## src/rtl/bf16_add_align.sv

```systemverilog
// bf16_add_align: orders two bf16 operands by magnitude and aligns the smaller one behind a valid/ready pipeline
module bf16_add_align #(
   parameter int MID_REG = 1
) (
   input  logic        clk,
   input  logic        nreset,
   input  logic        valid_i,
   output logic        ready_o,
   input  logic        sa_i,
   input  logic [7:0]  ea_i,
   input  logic [6:0]  ma_i,
   input  logic        sb_i,
   input  logic [7:0]  eb_i,
   input  logic [6:0]  mb_i,
   output logic        valid_o,
   input  logic        ready_i,
   output logic        s_big_o,
   output logic [7:0]  e_o,
   output logic [7:0]  m_big_o,
   output logic [10:0] m_small_o,
   output logic        eff_sub_o,
   output logic        nan_o,
   output logic        inf_o
);
   // payload: [35] s_big, [34:27] e_big, [26:19] m_big, [18:11] e_small, [10:3] m_small, [2] eff_sub, [1] nan, [0] inf
   logic [6:0]  w_ma, w_mb;
   logic        w_ha, w_hb, w_swap, w_nan_a, w_nan_b, w_inf_a, w_inf_b, w_nan, w_inf;
   logic [35:0] w_p1, w_q;
   logic        w_v1q, w_load2;
   logic [7:0]  w_d;
   logic [10:0] w_ext, w_sh, w_ms;
   logic        w_lost;
   logic        r_v2;
   logic [30:0] r_out;

   // flush-to-zero, classify specials and put the larger magnitude first
   always_comb begin
      w_ma    = (ea_i == 8'h00) ? 7'h00 : ma_i;
      w_mb    = (eb_i == 8'h00) ? 7'h00 : mb_i;
      w_ha    = (ea_i != 8'h00) && (ea_i != 8'hFF);
      w_hb    = (eb_i != 8'h00) && (eb_i != 8'hFF);
      w_swap  = {eb_i, w_mb} > {ea_i, w_ma};
      w_nan_a = (ea_i == 8'hFF) && (ma_i != 7'h00);
      w_nan_b = (eb_i == 8'hFF) && (mb_i != 7'h00);
      w_inf_a = (ea_i == 8'hFF) && (ma_i == 7'h00);
      w_inf_b = (eb_i == 8'hFF) && (mb_i == 7'h00);
      w_nan   = w_nan_a || w_nan_b || (w_inf_a && w_inf_b && (sa_i ^ sb_i));
      w_inf   = !w_nan && (w_inf_a || w_inf_b);
      w_p1    = w_swap ? {sb_i, eb_i, w_hb, w_mb, ea_i, w_ha, w_ma, sa_i ^ sb_i, w_nan, w_inf}
                       : {sa_i, ea_i, w_ha, w_ma, eb_i, w_hb, w_mb, sa_i ^ sb_i, w_nan, w_inf};
   end

   // right-shift the small significand onto the common exponent; everything shifted out folds into sticky
   always_comb begin
      w_d    = w_q[34:27] - w_q[18:11];
      w_ext  = {w_q[10:3], 3'b000};
      w_sh   = w_ext >> w_d;
      w_lost = |(w_ext & ~(11'h7FF << w_d));
      w_ms   = {w_sh[10:1], w_sh[0] | w_lost};
   end

   assign w_load2 = !r_v2 || ready_i;

   generate
      if (MID_REG != 0) begin : g_mid
         logic        r_v1;
         logic [35:0] r_p1;
         assign ready_o = !r_v1 || w_load2;
         assign w_v1q   = r_v1;
         assign w_q     = r_p1;
         // compare/swap stage register, refilled whenever the shift stage can take its contents
         always_ff @(posedge clk or negedge nreset)
            if (!nreset) begin
               r_v1 <= 1'b0;
               r_p1 <= '0;
            end else if (ready_o) begin
               r_v1 <= valid_i;
               if (valid_i) r_p1 <= w_p1;
            end
      end else begin : g_flat
         assign ready_o = w_load2;
         assign w_v1q   = valid_i;
         assign w_q     = w_p1;
      end
   endgenerate

   // output register; holds while downstream stalls
   always_ff @(posedge clk or negedge nreset)
      if (!nreset) begin
         r_v2  <= 1'b0;
         r_out <= '0;
      end else if (w_load2) begin
         r_v2 <= w_v1q;
         if (w_v1q) r_out <= {w_q[35:19], w_ms, w_q[2:0]};
      end

   assign valid_o   = r_v2;
   assign s_big_o   = r_out[30];
   assign e_o       = r_out[29:22];
   assign m_big_o   = r_out[21:14];
   assign m_small_o = r_out[13:3];
   assign eff_sub_o = r_out[2];
   assign nan_o     = r_out[1];
   assign inf_o     = r_out[0];
endmodule

```

## config.mk

```make
export PLATFORM = sky130hd
export DESIGN_NAME = bf16_add_align
export DESIGN_NICKNAME = d
export VERILOG_FILES = /design/src/rtl/bf16_add_align.sv
export SDC_FILE = /design/constraint.sdc
export NUM_CORES = 1
export LEC_CHECK = 0
export CORE_ASPECT_RATIO = 2
export CORE_MARGIN = 1
export CORE_UTILIZATION = 59
export CTS_CLUSTER_SIZE = 14
export DETAILED_ROUTE_END_ITERATION = 12
export PLACE_DENSITY = 0.87
export SKIP_CTS_REPAIR_TIMING = 1
export SYNTH_ARGS = -nofsm -noshare
export SYNTH_HDL_FRONTEND = slang
export SYNTH_SLANG_ARGS = --single-unit
export TNS_END_PERCENT = 20
```

## constraint.sdc

```tcl
create_clock -name clk -period 6.2 [get_ports clk]
set_input_delay 1.24 -clock clk [delete_from_list [all_inputs] [get_ports clk]]
set_output_delay 1.24 -clock clk [all_outputs]
set_load 0.02 [all_outputs]
```

==> qor.txt <==
Remaining routing DRC violations = 0
WHS Path Cells = 2
Pin count of the biggest net entering global routing = 70
Vias in the first global route = 3881
Worst setup path class = input port to flip-flop
Endpoints failing setup = 0
Grt total ovfl = 0
Root buffer cell = clkbuf_16
Max Clk Rate = 222 MHz
Yosys warns = 0
Unique masters post-synth = 52
Buffers on Ports = 68
Peak VDD IR = 0.240 mV
CTS clk-pin slew, worst paths = 0.06 ns
Die W = 62.6 microns
Crit path cell chain = clkdlybuf4s50_1 -> nor4_1 -> nand2_1 -> and2_1 -> ha_1 -> nand2_1 -> nor4_1 -> a221o_1 -> o21ai_0 -> nand3_1
Via count = 4016
Avg Vias per Cell = 6.27
Hold path startpoint = r_out[12]$_DFFE_PN0P_
Share of layout cells above drive strength 1 = 9.62%
Pins Over Slew Limit = 0
Placed cell count = 625
RSZ-0062 raised after global routing = false
Netlist Area Pre-Place = 4330 sq um
Period utilization = 72.5%
Worst Skew = 0.00746 ns
Worst slew pin tran = 0.968 ns
Insertion delay to the later sink of the worst-skew pair = 0.35 ns
Die Span Y = 123 microns
TritonCTS buffer count = 9
Initial antenna violation count = 0
Switching share of total power = 36.1%
Status = completed
Final setup margin = 1.70 ns
Most frequent cells in the layout = dfrtp_1 (69), clkdlybuf4s50_1 (67), nand2_1 (62)
Htree depth = 3
I/O pin cnt = 69
Worst Path Required = 6.48 ns
Rel. slew slack = 35.4%
Min Tclk post-route = 4.50 ns
Total GRT Usage = 30.6%
Static Leak = 0.00234 uW
First drt pass iteration count = 5
Worst setup path startpoint = eb_i[4]
Register area = 1730 sq um
CP endpoint kind = flip-flop
Area of the die = 7710 sq um
Number of synthesized flops with an enable pin = 0
Sw Pwr = 725 uW
Half-perimeter wire length after placement = 7950 microns
Seq pwr share = 30.2%
Most common cell after layout, fill and taps aside = dfrtp_1
Predominant post-synthesis flop cell = dfrtp_1
R2R Path End = r_out[10]$_DFFE_PN0P_
WL per Instance = 17.2 microns
Initial Util = 61.9%
Internal power = 1280 uW
Finished Layout Cells = 641
Worst EP arrival = 4.78 ns
Worst Hold Class = flip-flop to flip-flop
Mean Syn Cell Area = 8.81 sq um
CP delay by family, top = simple AND/OR/NAND/NOR gates
WP buf/inv = 1
Net count, final = 605
Worst reg2reg setup slack = 3.20 ns
N_diodes = 0
Comb power frac = 40.0%
Area Growth Syn to Fin = 24.6%
Max_cap viols = 0
Final wirelength = 11000 microns
Fillers = 492
Final hold violation count = 0
Slowest cell delay on critical path = 0.83 ns
CTS tree = built
GP Congestion = 0.930
Detailed Route Iter0 Violations = 300
CP startpoint kind = input port
First-pass GRT wire length = 18000 microns
R2R cell count = 10
Sequential share of the synthesized area = 39.8%
Clock group share of total power = 29.8%
# clock sinks = 69
Core Footprint = 6990 sq um
Antenna Nets Post-Route = 0
FFs w/ async S/R, synth = 100%
Pre-CTS setup slack = 1.41 ns
Slowest CP cell = a221o_1
Cell Pwr Density = 372 nW/um^2
#FFs+latches synth = 69
CTS max path bufs = 2
Hold Path Sink = r_out[12]$_DFFE_PN0P_
Crit Path Max Fanout = 33
R2R Path Start = g_mid.r_p1[27]$_DFFE_PN0P_
Rows = 43
Post-Syn Instances = 492
Multi-input logic area = 2410 sq um
Setup TNS = 0 ns
Syn nets = 551
[final cells by class]
class,instances,area share [%]
Inverter,19,1.32
Sequential cell,69,32.0
Clock buffer,9,4.17
Tap cell,90,2.09
Multi-Input combinational cell,372,44.7
Clock inverter,7,2.27
Timing Repair Buffer,75,13.5
[flip-flops by register name, summed over array words and instances (netlist names)]
name	cells
g_mid.r_p1	36
g_mid.r_v1	1
r_out	31
valid_o	1
[power groups by stage]
| stage | logic (uW) | registers, uW | clock network [uW] |
|---|---|---|---|
| finish | 803 | 606 | 599 |
| global route | 870 | 616 | 624 |
| CTS | 795 | 605 | 601 |
| detailed placement | 786 | 612 | 0 |
| global placement | 766 | 605 | 0 |
| floorplan | 482 | 652 | 0 |
[stage by stage]
step | utilization, % | cell area [sq um] | hold slack [ns] | power, uW
5_1_grt | 77.2 | 5400 | 0.511 | 2110
6_report | 77.2 | 5400 | 0.480 | 2010
3_3_place_gp | 72.2 | 5050 | 0.461 | 1370
2_1_floorplan | - | 4330 | 0.445 | 1130
3_5_place_dp | 72.2 | 5050 | 0.469 | 1400
4_1_cts | 77.2 | 5400 | 0.482 | 2000
[worst max-delay path by stage]
stage | end | slack, ns | cells after the start
final | g_mid.r_p1[19]$_DFFE_PN0P_ | 1.70 | 10
after global routing | g_mid.r_p1[35]$_DFFE_PN0P_ | 1.32 | 11
after CTS | g_mid.r_p1[19]$_DFFE_PN0P_ | 1.77 | 11
after detailed placement | g_mid.r_p1[35]$_DFFE_PN0P_ | 1.41 | 11
after global placement | g_mid.r_p1[19]$_DFFE_PN0P_ | 1.56 | 10
after floorplan | g_mid.r_p1[34]$_DFFE_PN0P_ | 2.76 | 11
[logic make-up after synthesis]
logic type                 Yosys count  synth area share [%]
xor gates and xnor gates             7                  1.41
buffers and inverters               51                  4.50
AOI/OAI and AO/OA                  102                  15.5
DFF                                 69                  39.8
muxes                               30                  7.59
and+or+nand+nor                    210                  24.3
adders and majority gates           23                  6.81
[worst register-to-register path, delay by kind of cell (launching register included)]
family	cells	cell delay [ns]
adders and majority gates	2	0.65
and+or+nand+nor	1	0.67
buffers and inverters	2	0.17
DFF	1	0.36
AOI/OAI and AO/OA	5	1.04
[metal layers]
layer  vias to the layer above  routed length, microns  GRT usage, %
met5                         -                       0             0
met4                         0                     496          17.3
met3                        39                     530          7.47
met2                       164                    6010          55.8
met1                      1907                    4020          31.5
li1                       1906                       -             -
[synthesized netlist by cell type (all sizes together) (2+ instances only)]
cell type | number | area [sq um]
a211o | 2 | 17.5
a211oi | 4 | 35.0
a21oi | 14 | 70.1
a221oi | 2 | 23.8
a31oi | 4 | 25.0
and2 | 10 | 62.6
and3 | 17 | 106
buf | 3 | 13.8
clkbuf | 29 | 110
dfrtp | 69 | 1730
ha | 22 | 275
inv | 19 | 71.3
mux2 | 23 | 259
mux2i | 7 | 70.1
nand2 | 62 | 233
nand2b | 5 | 31.3
nand3 | 43 | 215
nand3b | 2 | 15.0
nand4 | 23 | 144
nor2 | 22 | 82.6
nor2b | 2 | 12.5
nor3 | 7 | 35.0
nor3b | 2 | 15.0
nor4 | 8 | 50.1
o211ai | 26 | 195
o21ai | 34 | 170
o22ai | 2 | 12.5
o31ai | 4 | 30.0
or3 | 3 | 20.0
xnor2 | 3 | 26.3
xor2 | 4 | 35.0
Power figures use the tool's default switching activity.
